File: src/rtl/regdest_pkg.sv
// Shared types and constants for the register-file write-port scheduler.
// Build option: REGDEST_RR_EN selects round-robin arbitration (default fixed priority).
package regdest_pkg;

    typedef enum logic {
        IDLE  = 1'b0,
        WRITE = 1'b1
    } state_t;

    localparam logic [2:0] SEL_RT  = 3'b000;
    localparam logic [2:0] SEL_RD  = 3'b001;
    localparam logic [2:0] SEL_SP  = 3'b010;
    localparam logic [2:0] SEL_R30 = 3'b011;
    localparam logic [2:0] SEL_RA  = 3'b100;

    // Hold counter width; WRITE_CYCLES tops out at 4, so a load of 3 fits.
    localparam int HOLD_W = 2;

    function automatic logic is_legal_sel(input logic [2:0] sel);
        return (sel <= SEL_RA);
    endfunction

endpackage

File: src/rtl/regdest_arbiter.sv
// Combinational arbiter: request vector (plus rotating pointer) -> one-hot winner and index.
// Build option: REGDEST_RR_EN selects round-robin; otherwise lowest index wins.
module regdest_arbiter #(
    parameter int N_REQ = 4,
    parameter int IDX_W = $clog2(N_REQ)
) (
    input  logic [N_REQ-1:0] req,
`ifdef REGDEST_RR_EN
    input  logic [IDX_W-1:0] ptr,
`endif
    output logic [N_REQ-1:0] gnt,
    output logic [IDX_W-1:0] idx
);

    always_comb begin : arb
        logic found;
`ifdef REGDEST_RR_EN
        int   j;
`endif
        found = 1'b0;
        gnt   = '0;
        idx   = '0;
`ifdef REGDEST_RR_EN
        j     = 0;
        // Walk the ring once starting at the pointer; first requester found wins.
        for (int k = 0; k < N_REQ; k++) begin
            j = int'(ptr) + k;
            if (j >= N_REQ) begin
                j = j - N_REQ;
            end
            if (!found && req[IDX_W'(j)]) begin
                found = 1'b1;
                idx   = IDX_W'(j);
            end
        end
`else
        for (int i = 0; i < N_REQ; i++) begin
            if (!found && req[IDX_W'(i)]) begin
                found = 1'b1;
                idx   = IDX_W'(i);
            end
        end
`endif
        if (found) begin
            gnt[idx] = 1'b1;
        end
    end

endmodule

File: src/rtl/regdest_write_sched.sv
// Single register-file write port scheduler: arbitrates writeback sources, holds reg_write, returns grant.
// Build option: REGDEST_RR_EN enables round-robin arbitration with a rotating pointer.
module regdest_write_sched
    import regdest_pkg::*;
#(
    parameter int N_REQ        = 4,
    parameter int DATA_W       = 32,
    parameter int WRITE_CYCLES = 1
) (
    input  logic                    clk,
    input  logic                    reset_n,
    input  logic                    stall,
    input  logic [N_REQ-1:0]        req,
    input  logic [3*N_REQ-1:0]      req_sel,
    input  logic [DATA_W*N_REQ-1:0] req_data,
    output logic [N_REQ-1:0]        grant,
    output logic [2:0]              seletor_regdest,
    output logic                    reg_write,
    output logic [DATA_W-1:0]       write_data,
    output logic                    sel_err,
    output logic                    busy
);

    localparam int IDX_W = $clog2(N_REQ);

    state_t              state_q, state_d;
    logic [HOLD_W-1:0]   cnt_q, cnt_d;
    logic [N_REQ-1:0]    win_oh_q, win_oh_d;
    logic [2:0]          sel_q, sel_d;
    logic [DATA_W-1:0]   data_q, data_d;
    logic                illegal_q, illegal_d;

    logic [N_REQ-1:0]    arb_gnt;
    logic [IDX_W-1:0]    arb_idx;
    logic [2:0]          sel_arr  [N_REQ];
    logic [DATA_W-1:0]   data_arr [N_REQ];

`ifdef REGDEST_RR_EN
    logic [IDX_W-1:0]    win_idx_q, win_idx_d;
    logic [IDX_W-1:0]    ptr_q, ptr_d;
`endif

    genvar gi;
    generate
        for (gi = 0; gi < N_REQ; gi++) begin : g_unpack
            assign sel_arr[gi]  = req_sel[3*gi +: 3];
            assign data_arr[gi] = req_data[DATA_W*gi +: DATA_W];
        end
    endgenerate

    regdest_arbiter #(
        .N_REQ (N_REQ),
        .IDX_W (IDX_W)
    ) u_arb (
        .req (req),
`ifdef REGDEST_RR_EN
        .ptr (ptr_q),
`endif
        .gnt (arb_gnt),
        .idx (arb_idx)
    );

    always_comb begin
        state_d   = state_q;
        cnt_d     = cnt_q;
        win_oh_d  = win_oh_q;
        sel_d     = sel_q;
        data_d    = data_q;
        illegal_d = illegal_q;
`ifdef REGDEST_RR_EN
        win_idx_d = win_idx_q;
        ptr_d     = ptr_q;
`endif
        grant     = '0;
        reg_write = 1'b0;
        sel_err   = 1'b0;
        busy      = (state_q != IDLE);

        case (state_q)
            IDLE: begin
                if (!stall && (|arb_gnt)) begin
                    state_d   = WRITE;
                    cnt_d     = HOLD_W'(WRITE_CYCLES - 1);
                    win_oh_d  = arb_gnt;
                    illegal_d = !is_legal_sel(sel_arr[arb_idx]);
                    // An illegal code must never steer the mux to an unintended register.
                    sel_d     = is_legal_sel(sel_arr[arb_idx]) ? sel_arr[arb_idx] : SEL_RT;
                    data_d    = data_arr[arb_idx];
`ifdef REGDEST_RR_EN
                    win_idx_d = arb_idx;
`endif
                end
            end
            WRITE: begin
                reg_write = !illegal_q;
                if (!stall) begin
                    if (cnt_q == '0) begin
                        grant   = win_oh_q;
                        sel_err = illegal_q;
                        state_d = IDLE;
`ifdef REGDEST_RR_EN
                        ptr_d   = (int'(win_idx_q) == N_REQ - 1) ? '0 : win_idx_q + 1'b1;
`endif
                    end else begin
                        cnt_d = cnt_q - 1'b1;
                    end
                end
            end
            default: state_d = IDLE;
        endcase
    end

    always_ff @(posedge clk or negedge reset_n) begin
        if (!reset_n) begin
            state_q   <= IDLE;
            cnt_q     <= '0;
            win_oh_q  <= '0;
            sel_q     <= SEL_RT;
            data_q    <= '0;
            illegal_q <= 1'b0;
`ifdef REGDEST_RR_EN
            win_idx_q <= '0;
            ptr_q     <= '0;
`endif
        end else begin
            state_q   <= state_d;
            cnt_q     <= cnt_d;
            win_oh_q  <= win_oh_d;
            sel_q     <= sel_d;
            data_q    <= data_d;
            illegal_q <= illegal_d;
`ifdef REGDEST_RR_EN
            win_idx_q <= win_idx_d;
            ptr_q     <= ptr_d;
`endif
        end
    end

    assign seletor_regdest = sel_q;
    assign write_data      = data_q;

endmodule

File: config.mk
export PLATFORM = sky130hd
export DESIGN_NAME = regdest_write_sched
export DESIGN_NICKNAME = d
export VERILOG_FILES = /design/src/rtl/regdest_pkg.sv /design/src/rtl/regdest_arbiter.sv /design/src/rtl/regdest_write_sched.sv
export SDC_FILE = /design/constraint.sdc
export NUM_CORES = 1
export LEC_CHECK = 0
export ABC_AREA = 0
export BUFFER_PORTS_ARGS = -buffer_cell sky130_fd_sc_hd__buf_2
export CAP_MARGIN = 10
export CORE_MARGIN = 4
export CORE_UTILIZATION = 40
export DETAILED_ROUTE_END_ITERATION = 8
export PLACE_DENSITY_LB_ADDON = 0.2
export SYNTH_ARGS = -nofsm -noshare
export SYNTH_HDL_FRONTEND = slang
export SYNTH_SLANG_ARGS = --single-unit
File: constraint.sdc
create_clock -name clk -period 1.9 [get_ports clk]
set_input_delay 0.19 -clock clk [delete_from_list [all_inputs] [get_ports clk]]
set_output_delay 0.19 -clock clk [all_outputs]
set_load 0.01 [all_outputs]
; ---- Word level (Yosys, flattened, before mapping)
; Index checks and enable logic that the tools add are counted.
[word_totals]
register_bits = 43
input_bits = 147
output_inout_bits = 42
[classes]
n_addsub = 1
order_cmp = 4
n_eq_ne = 3
muxes = 28
bitwise = 2
n_reduce_logical = 11
[ops]
columns = cell, count
row1 = 32-bit binary-select mux with 2-bit select, 1
row2 = 32-bit 2-to-1 mux, 2
row3 = 4-bit 2-to-1 mux, 4
row4 = 1-bit 2-to-1 mux, 11
row5 = 3-bit 2-to-1 mux, 3
row6 = 3-bit binary-select mux with 2-bit select, 1
row7 = 2-bit 2-to-1 mux, 3
row8 = 2-bit inequality test (second input constant), 3
row9 = 1-bit zero test, 4
row10 = 2-bit case mux with 2 select lines, 1
row11 = 4-bit OR reduction, 1
row12 = 3-bit >= comparator (second input constant), 1
row13 = 3-bit <= comparator (second input constant), 1
row14 = 1-bit logical AND, 3
row15 = 1-bit by 3-bit < comparator with 1-bit output (second input constant), 1
row16 = 2-bit NOT with 3-bit output, 1
row17 = 3-bit AND reduction, 1
row18 = 1-bit demux with 2-bit select, 1
row19 = 2-bit zero test, 1
row20 = 1-bit case mux with 2 select lines, 1
row21 = 2-bit AND reduction, 1
row22 = 2-bit by 1-bit subtractor with 2-bit output (second input constant), 1
row23 = 1-bit >= comparator (second input constant), 1
row24 = 1-bit NOT, 1

; ---- Longest topological paths before layout
; Gate-level depths: netlist (run 1).
[logic_depth]
word_depth = 13
mapped_depth = 5
depth_no_buf = 5

; ---- Modules after synthesis
; A second synthesis (run 1) with hierarchy kept.
[hier_totals]
cells_unflattened = 164
area_unflattened_um2 = 2805.2
[modules_own_cells]
columns = mod, n_inst, cells_each, area_per_inst_um2, seq_area_each_um2
row1 = regdest_write_sched, 1, 157, 2761.4, 1076.0
row2 = regdest_arbiter, 1, 7, 43.8, 0.0

; ---- Least setup slack after synthesis (run 1)
; Ideal clock, no wire load.
[synth_timing]
path_kind = flip-flop to flip-flop
start = register state_q, in the netlist busy
end = register data_q[31], in the netlist write_data[31]
t_arrival_ps = 1198
t_required_ps = 1767
path_slack_ps = 568
path_stages_with_launch = 6
n_path_buf = 2
cell_sequence = dfrtp_1 or2_1 clkbuf_1 clkbuf_2 o21ai_0 o21ai_0
[synth_via]
elab_chain_cells = 2
[synth_lines]
columns = element, line_no
row1 = "start, declared", regdest_write_sched.sv:26  ; state_t state_q, state_d;
row2 = "start signal, assigned", regdest_write_sched.sv:126  ; state_q <= state_d;
row3 = 1-bit NOT (no line), --
row4 = 2-bit AND reduction (no line), --
row5 = "end signal, assigned", regdest_write_sched.sv:130  ; data_q <= data_d;
row6 = "end, declared", regdest_write_sched.sv:30  ; logic [DATA_W-1:0] data_q, data_d;
; No other way between the ends.
; A chain may end at the register's enable or synchronous reset.

; ---- Worst setup path in the final report (run 1)
[layout_timing]
start = register cnt_q[0]
end = output grant[0]
[layout_via]
elab_chain_cells = 4
[layout_lines]
columns = element, line_no
row1 = "start, declared", regdest_write_sched.sv:27  ; logic [HOLD_W-1:0] cnt_q, cnt_d;
row2 = "start signal, assigned", regdest_write_sched.sv:127  ; cnt_q <= cnt_d;
row3 = 2-bit zero test, regdest_write_sched.sv:97  ; if (cnt_q == '0) begin
row4 = 4-bit 2-to-1 mux, regdest_write_sched.sv:97
row5 = 4-bit 2-to-1 mux, regdest_write_sched.sv:96  ; if (!stall) begin
row6 = 4-bit 2-to-1 mux, regdest_write_sched.sv:79  ; case (state_q)
row7 = "end, declared", regdest_write_sched.sv:16  ; output logic [N_REQ-1:0] grant,
; No other way between the ends.

==> results of run 1 <==
[cells by family (layout without fill, tap and decap cells)]
family	after synthesis	in the layout	synth area share, %
buf+inv	19	133	5.60
fa+ha+maj	1	1	0.615
mux	38	38	19.0
simple gates	15	15	4.00
flops	41	41	50.5
other cells	1	2	0.184
compound gates	78	78	20.2
[how the worst min path moves through the flow]
stage                  from              to  slack (ns)  depth (start not counted)
CTS                  req[0]     win_oh_q[1]        0.14                          2
detailed placement  reset_n  write_data[27]        0.15                          1
finish               req[0]     win_oh_q[1]        0.15                          2
floorplan           reset_n            busy       -0.11                          0
global placement    reset_n  write_data[27]        0.14                          1
global route         req[0]     win_oh_q[1]        0.15                          2
[what timing repair did]
action / in CTS / in global routing
endpoints found under the setup margin: 0 / 0
endpoints found under the hold margin: 18 / 0
hold buffers: 1 / 0
setup buffers: 0 / 0
[state kept, by name, summed over array words and instances (netlist names)]
name,flops
busy,1
cnt_q,2
illegal_q,1
seletor_regdest,3
win_oh_q,2
write_data,32
[metrics by stage]
step / hold slack, ns / instance area, um^2
6_report: 0.150 / 2760
5_1_grt: 0.145 / 2760
4_1_cts: 0.138 / 2760
3_5_place_dp: 0.150 / 2670
3_3_place_gp: 0.144 / 2670
2_1_floorplan: -0.106 / 2040
[power groups by stage]
| stage | registers, uW | clock network, uW | logic [uW] |
|---|---|---|---|
| floorplan | 1660 | 0 | 580 |
| global placement | 1480 | 0 | 1400 |
| detailed placement | 1490 | 0 | 1430 |
| CTS | 1480 | 576 | 1430 |
| global route | 1530 | 609 | 1580 |
| finish | 1470 | 552 | 1410 |
[final cells by class]
class,instances,area [um^2]
fill,488,2050
sequential,41,1030
clock buffer,7,86.3
inverter,3,11.3
tap,67,83.8
timing repair buffer,123,653
multi-input combinational,134,902
[cell usage in the layout (no fill, tap or decap), types with 2 or more instances in the layout]
cell type	n
buf_2	114
inv_1	3
o21ai_1	10
nor2_2	2
and3_1	3
buf_4	7
o21ai_0	59
nand2_1	2
nor2_1	3
o31ai_1	3
dfrtp_1	41
clkbuf_8	6
conb_1	2
a21oi_1	2
or2_1	2
mux2i_1	37
[per-layer routing]
layer | GRT usage, % | share of wire, % | vias to the layer above
li1 | - | - | 918
met1 | 23.0 | 45 | 842
met2 | 28.0 | 48 | 75
met3 | 3.63 | 7.1 | 2
met4 | 3.61 | 0.28 | 0
met5 | 0 | 0 | -
==> metrics.yaml, run 1 <==
crit_buf_inv: 2
fin_ws_ns: 0.247
seq_power_share_pct: 43.0
grt_use_total_pct: 17.0
hold_path.class: "in -> reg"
h-tree-depth: 2
antenna_left: 0
cp.required_ns: 1.71
slowest_stage: "dfrtp_1"
p_total_uw: 3430
die-area_um2: 6290
maxCapViolCount: 0
reg2regPathDepth: 4
root_buffer: "clkbuf_8"
grt_pass1_wl_um: 8450
synth_area_leaders: "dfrtp_1 50%, mux2i_1 18%, o21ai_0 15%"
cp_max_fo: 4
ys_seq_area_share_pct: 50.5
critPathLaunchType: "register"
crit_path_end_kind: "output pin"
wl_per_cell_um: 14.4
drtPass1Iterations: 4
timing.rr.end: "write_data[6]"
grt_overflow: 0
synth-seq-cells: 41
dp_cells: 367
switching_share_pct: 36.4
routabilityCongestion: 0.736
area_growth_pct: 35.9
endpoint: "grant[0]"
tns_ns: 0
ys.flop_type: "dfrtp_1"
final_cells: 375
p_per_area_nw_per_um2: 1240
rows: 25
ys_warn_count: 0
route.detailed.drc: 0
path_delay_family: "simple AND/OR/NAND/NOR gates"
numPortBuffers: 114
clk_pin_slew_ns: 0.07
core_um2: 4820
pwr-share-comb_pct: 41.0
final_util_pct: 57.4
initialDrtViolationCount: 59
hold_viol: 0
routed-via-count: 1837
clk_latency_ns: 0.28
critical-path-max-stage-delay_ns: 0.39
synthTopCellsByCount: "59 x o21ai_0, 41 x dfrtp_1, 37 x mux2i_1"
cts_tree: "yes"
period_share_pct: 87.0
ir_worst_vdd_mv: 0.580
skew_ns: 0.00441
status: "finished, final reports clean"
crit_arrival_ns: 1.46
io-pin-count: 189
yosysUniqueCellTypes: 26
syn_area_per_cell_um2: 10.5
clock-sinks: 41
crit_start: "cnt_q[0]"
initial_core_util_pct: 42.2
drv_slew: 0
r2r_setup_slack_ns: 0.44
hpwl_um: 4210
ctsResizeCount: 0
yosys.cell_count.top_type: "o21ai_0"
final_layout_size_suffix_gt1_share_pct: 42.9
nets: 456
grt_max_degree: 27
synth-edff-count: 0
timing.fmax_mhz: 605
antenna_found_initial: 0
pre_cts_ws_ns: 0.441
vias_per_cell: 4.90
fp.dieH_um: 79.3
p_switching_uw: 1250
async_flop_share_pct: 100
numCtsBuffers: 5
p_int_uw: 2180
synth_top_area_share_pct: 50.5
finalSetupViolCount: 0
cts_buffer_depth: 2
syn-instance-count: 193
period_needed_ns: 1.65
synth_area_um2: 2030
synth_area_leader_cell: "dfrtp_1"
clkPwrFrac_pct: 16.1
crit_type: "reg -> out"
path_cells: "inv_1, ha_1, nor2b_1, and3_1, buf_2"
cp_num_cells: 5
grt_pass1_vias: 1811
diodes: 0
reg2reg_from: "busy"
leakagePower_uw: 0.00155
drt_wl_total_um: 5400
rsz0062_at_grt: "no"
die_w_um: 79.3
(Power assumes the default switching activity.)
==> run 2: changes to the inputs <==
--- a/config.mk
+++ b/config.mk
@@ -8,8 +8,10 @@
 export ABC_AREA = 0
 export BUFFER_PORTS_ARGS = -buffer_cell sky130_fd_sc_hd__buf_2
 export CAP_MARGIN = 10
+export CELL_PAD_IN_SITES_DETAIL_PLACEMENT = 1
+export CELL_PAD_IN_SITES_GLOBAL_PLACEMENT = 2
 export CORE_MARGIN = 4
-export CORE_UTILIZATION = 40
+export CORE_UTILIZATION = 20
 export DETAILED_ROUTE_END_ITERATION = 8
 export PLACE_DENSITY_LB_ADDON = 0.2
 export SYNTH_ARGS = -nofsm -noshare
==> metrics.yaml, run 2 (synthesized netlist as in run 1, its figures left out) <==
h-tree-depth: 2
finalSetupViolCount: 0
fin_ws_ns: 0.247
final_cell_area_um2: 2880
clk_latency_ns: 0.29
p_per_area_nw_per_um2: 1270
crit_buf_inv: 2
die_w_um: 109
reg2reg_from: "busy"
ir_worst_vdd_mv: 0.513
min_to: "win_oh_q[1]"
drt_wl_total_um: 6520
antenna_found_initial: 0
cp_max_fo: 4
min_from: "req[0]"
p_int_uw: 2330
route.detailed.drc: 0
cts_tree: "yes"
grt_pass1_vias: 2031
period_needed_ns: 1.65
path_cells: "inv_1, ha_1, nor2b_1, and3_1, buf_2"
grt_max_degree: 42
rsz0062_at_grt: "no"
nets: 456
critical-path-max-stage-delay_ns: 0.39
tns_ns: 0
r2r_setup_slack_ns: 0.35
hold_path.class: "in -> reg"
maxCapViolCount: 0
final_util_pct: 29.3
initialDrtViolationCount: 44
numCtsBuffers: 5
critPathLaunchType: "register"
io-pin-count: 189
slowest_stage: "dfrtp_1"
worst_pin_slew_ns: 0.557
grt_overflow: 0
crit_path_end_kind: "output pin"
vias_per_cell: 4.31
routabilityCongestion: 0.659
pre_cts_ws_ns: 0.353
drv_slew: 0
diodes: 0
drtPass1Iterations: 4
placed_area_um2: 2750
p_switching_uw: 1330
hold_viol: 0
cts_buffer_depth: 2
seq_power_share_pct: 40.3
status: "finished, final reports clean"
crit_type: "reg -> out"
final_layout_size_suffix_gt1_share_pct: 43.0
rows: 36
cp.required_ns: 1.71
leakagePower_uw: 0.00156
timing.rr.end: "write_data[2]"
die-area_um2: 11800
skew_ns: 0.00574
antenna_left: 0
grt_pass1_wl_um: 10100
numPortBuffers: 114
switching_share_pct: 36.4
nFillCells: 1212
initial_core_util_pct: 20.7
pwr-share-comb_pct: 39.1
period_share_pct: 87.0
largest_register_ffs: 32
hpwl_um: 4830
clk_pin_slew_ns: 0.08
min_path_cells: 2
ctsResizeCount: 0
layout_commonest_cell: "buf_2"
layout_common_cells: "114 x buf_2, 59 x o21ai_0, 41 x dfrtp_1, 37 x mux2i_1, 10 x o21ai_1"
fp.dieH_um: 109
timing.fmax_mhz: 605
root_buffer: "clkbuf_8"
maxSlewHeadroom_pct: 62.9
reg2regPathDepth: 4
crit_arrival_ns: 1.46
clkPwrFrac_pct: 20.6
path_delay_family: "simple AND/OR/NAND/NOR gates"
clock-sinks: 41
routed-via-count: 1906
core_um2: 9820
area_growth_pct: 41.4
wl_per_cell_um: 14.8
grt_use_total_pct: 11.0
==> run 2: changes by cell type in the layout (fill, tap and decap cells not counted), sizes merged <==
cell    delta
bufinv     +1
==> run 2: metal layers <==
layer | track usage, % | part of all wire [%] | vias up
li1 | - | - | 920
met3 | 2.72 | 6.9 | 5
met2 | 19.2 | 50 | 61
met4 | 2.98 | 1.1 | 0
met5 | 0 | 0 | -
met1 | 13.4 | 42 | 920
==> run 2: how the worst max path moves through the flow <==
| stage | slack (ns) | end | cells after the start | start |
|---|---|---|---|---|
| floorplan | 0.57 | write_data[31] | 5 | busy |
| global placement | 0.37 | write_data[18] | 4 | busy |
| detailed placement | 0.35 | write_data[21] | 4 | busy |
| CTS | 0.22 | grant[0] | 5 | cnt_q[0] |
| global route | 0.11 | grant[0] | 5 | cnt_q[1] |
| finish | 0.25 | grant[0] | 5 | cnt_q[0] |
==> run 2: power by group through the flow <==
| stage | clock network [uW] | logic (uW) | registers [uW] |
|---|---|---|---|
| after floorplan | 0 | 580 | 1660 |
| after global placement | 0 | 1460 | 1490 |
| after detailed placement | 0 | 1470 | 1510 |
| after CTS | 790 | 1480 | 1490 |
| after global routing | 826 | 1620 | 1540 |
| final | 755 | 1430 | 1480 |
==> run 2: cell type report <==
type / instances / area, um^2 / share of cell area, %
sequential: 41 / 1030 / 35.7
inverter: 3 / 11.3 / 0.392
tap: 133 / 166 / 5.79
timing repair buffer: 123 / 653 / 22.7
clock inverter: 1 / 30.0 / 1.04
clock buffer: 7 / 86.3 / 3.00
multi-input combinational: 134 / 902 / 31.4
==> run 2: metrics by stage <==
step | total power, uW | hold WS (ns) | std cells
after global routing | 3990 | 0.137 | 442
after detailed placement | 2980 | 0.318 | 433
after floorplan | 2240 | -0.106 | 194
after CTS | 3760 | 0.119 | 442
after global placement | 2950 | 0.305 | 433
final | 3660 | 0.130 | 442
==> run 2: worst register-to-register path: stages, from the launching register on <==
cell     delay [ns]
dfrtp_1        0.45
or2_1          0.45
buf_12         0.26
o21ai_0        0.15
o21ai_0        0.11
==> run 2: timing repair <==
item,in CTS,in global routing
hold buffers,1,0
endpoints found under the hold margin,31,0
setup buffers,0,0
==> run 3: changes to the inputs <==
--- a/config.mk
+++ b/config.mk
@@ -11,7 +11,8 @@
 export CELL_PAD_IN_SITES_DETAIL_PLACEMENT = 1
 export CELL_PAD_IN_SITES_GLOBAL_PLACEMENT = 2
 export CORE_MARGIN = 4
-export CORE_UTILIZATION = 20
+export CORE_UTILIZATION = 17
+export CTS_CLUSTER_SIZE = 16
 export DETAILED_ROUTE_END_ITERATION = 8
 export PLACE_DENSITY_LB_ADDON = 0.2
 export SYNTH_ARGS = -nofsm -noshare
==> constraint.sdc (replaced) <==
create_clock -name clk -period 1.35 [get_ports clk]
set_input_delay 0.135 -clock clk [delete_from_list [all_inputs] [get_ports clk]]
set_output_delay 0.135 -clock clk [all_outputs]
set_load 0.01 [all_outputs]
==> metrics.yaml, run 3 (synthesized netlist as in run 1, its figures left out) <==
skew_ns: 0.00541
grt_pass1_vias: 2166
routabilityCongestion: 0.652
area_growth_pct: 50.2
antenna_found_initial: 0
io-pin-count: 189
min_from: "req[0]"
drv_slew: 0
switching_share_pct: 35.7
final_cells: 459
timing.fmax_mhz: 671
initial_core_util_pct: 17.6
cp.required_ns: 1.22
antenna_left: 0
reg2regPathDepth: 5
clk_latency_ns: 0.28
reg2reg_from: "cnt_q[0]"
slowest_stage: "dfrtp_1"
h-tree-depth: 2
period_share_pct: 110
hold-worst-slack_ns: 0.102
path_delay_family: "flip-flops"
die-area_um2: 13800
grt_max_degree: 42
min_to: "win_oh_q[1]"
numCtsBuffers: 5
grt_use_total_pct: 10.4
dp_cells: 447
critical-path-max-stage-delay_ns: 0.39
fin_ws_ns: -0.141
crit_path_end_kind: "output pin"
hold_viol: 0
maxCapViolCount: 0
initialDrtViolationCount: 24
core_um2: 11600
timing.rr.end: "cnt_q[0]"
p_switching_uw: 1980
min_path_cells: 2
clk_pin_slew_ns: 0.06
seq_power_share_pct: 37.5
cts_buffer_depth: 2
hold_path.class: "in -> reg"
nets: 463
crit_type: "reg -> out"
grt_pass1_wl_um: 11600
crit_buf_inv: 2
leakagePower_uw: 0.00162
largest_register_ffs: 32
cp_max_fo: 4
numPortBuffers: 114
p_per_area_nw_per_um2: 1810
diodes: 0
clock-sinks: 41
rsz0062_at_grt: "yes"
grt_overflow: 0
ir_worst_vdd_mv: 0.488
drt_wl_total_um: 6900
drtPass1Iterations: 4
crit_arrival_ns: 1.36
r2r_setup_slack_ns: 0.05
final_layout_size_suffix_gt1_share_pct: 46.5
rows: 39
period_needed_ns: 1.49
clkPwrFrac_pct: 20.8
layout_common_cells: "111 x buf_2, 54 x o21ai_0, 41 x dfrtp_1, 37 x mux2i_1, 14 x o21ai_1"
wl_per_cell_um: 15.0
root_buffer: "clkbuf_16"
vias_per_cell: 4.19
hpwl_um: 5090
cts_tree: "yes"
routed-via-count: 1923
finalSetupViolCount: 3
path_cells: "inv_2, ha_4, nor2b_4, and3_4, buf_6"
layout_commonest_cell: "buf_2"
status: "complete, but fails checks"
fp.dieH_um: 117
violations: "negative setup slack"
pwr-share-comb_pct: 41.7
route.detailed.drc: 0
critPathLaunchType: "register"
die_w_um: 117
p_int_uw: 3560
## run 3: changes by cell type in the layout (fill, tap and decap cells not counted), moves of 2 or more
cell       before  now
clkbuf_8        6    0
buf_6           0    5
clkbuf_16       0    5
o21ai_0        59   54
o21ai_1        10   14
and3_1          3    0
and3_4          0    3
buf_2         114  111
buf_4           7   10
buf_12          1    3
clkbuf_1        1    3
inv_1           3    1
inv_2           0    2
## run 3: worst register-to-register path, stage by stage (launching register included)
cell     delay, ns
dfrtp_1       0.37
inv_2         0.06
ha_4          0.16
or3b_1        0.42
o21ai_2       0.09
mux2i_1       0.09
## run 3: worst max path at each step
stage             start              to  slack, ns  cells past startpoint
3_5_place_dp   cnt_q[0]        cnt_q[0]      -0.03                      5
4_1_cts        cnt_q[0]         sel_err      -0.15                      5
3_3_place_gp   cnt_q[0]        cnt_q[1]     -0.003                      5
5_1_grt        cnt_q[0]        grant[0]      -0.21                      5
6_report       cnt_q[0]        grant[1]      -0.14                      5
2_1_floorplan      busy  write_data[31]       0.02                      5
## run 3: repair_timing
action	4_1_cts	5_1_grt
setup endpoints to repair	5	31
endpoints found under the hold margin	41	0
hold buffers	1	0
buffers inserted	1	2
pin swaps	2	2
resized for setup	10	11
## run 3: through the flow
step / utilization (%) / TNS (ns) / area, um^2 / power [uW] / worst slack, ns
6_report: 26.4 / -0.418 / 3050 / 5540 / -0.141
5_1_grt: 26.4 / -0.860 / 3050 / 6040 / -0.208
4_1_cts: 26.1 / -0.456 / 3010 / 5570 / -0.153
3_5_place_dp: 24.4 / -0.0497 / 2820 / 4270 / -0.0321
3_3_place_gp: 24.4 / -0.00285 / 2820 / 4220 / -0.00285
2_1_floorplan: - / 0 / 2040 / 3150 / 0.0185
## run 3: metal layers
layer | vias to the layer above | track usage, % | wire length [um]
li1 | 937 | - | -
met1 | 912 | 12.8 | 3090
met2 | 69 | 17.6 | 3280
met3 | 5 | 3.51 | 473
met4 | 0 | 2.20 | 65
met5 | - | 0 | 0
## run 3: layout make-up
class / count / area [um^2]
sequential: 41 / 1030
multi-input combinational: 134 / 943
fill: 1362 / 8510
timing repair buffer: 130 / 757
clock buffer: 8 / 136
inverter: 3 / 11.3
tap: 143 / 179
## run 3: power groups by stage
| stage | registers, uW | logic [uW] | clock network [uW] |
|---|---|---|---|
| 3_3_place_gp | 2080 | 2140 | 0 |
| 2_1_floorplan | 2330 | 817 | 0 |
| 6_report | 2080 | 2310 | 1150 |
| 4_1_cts | 2080 | 2270 | 1220 |
| 5_1_grt | 2160 | 2610 | 1270 |
| 3_5_place_dp | 2110 | 2170 | 0 |
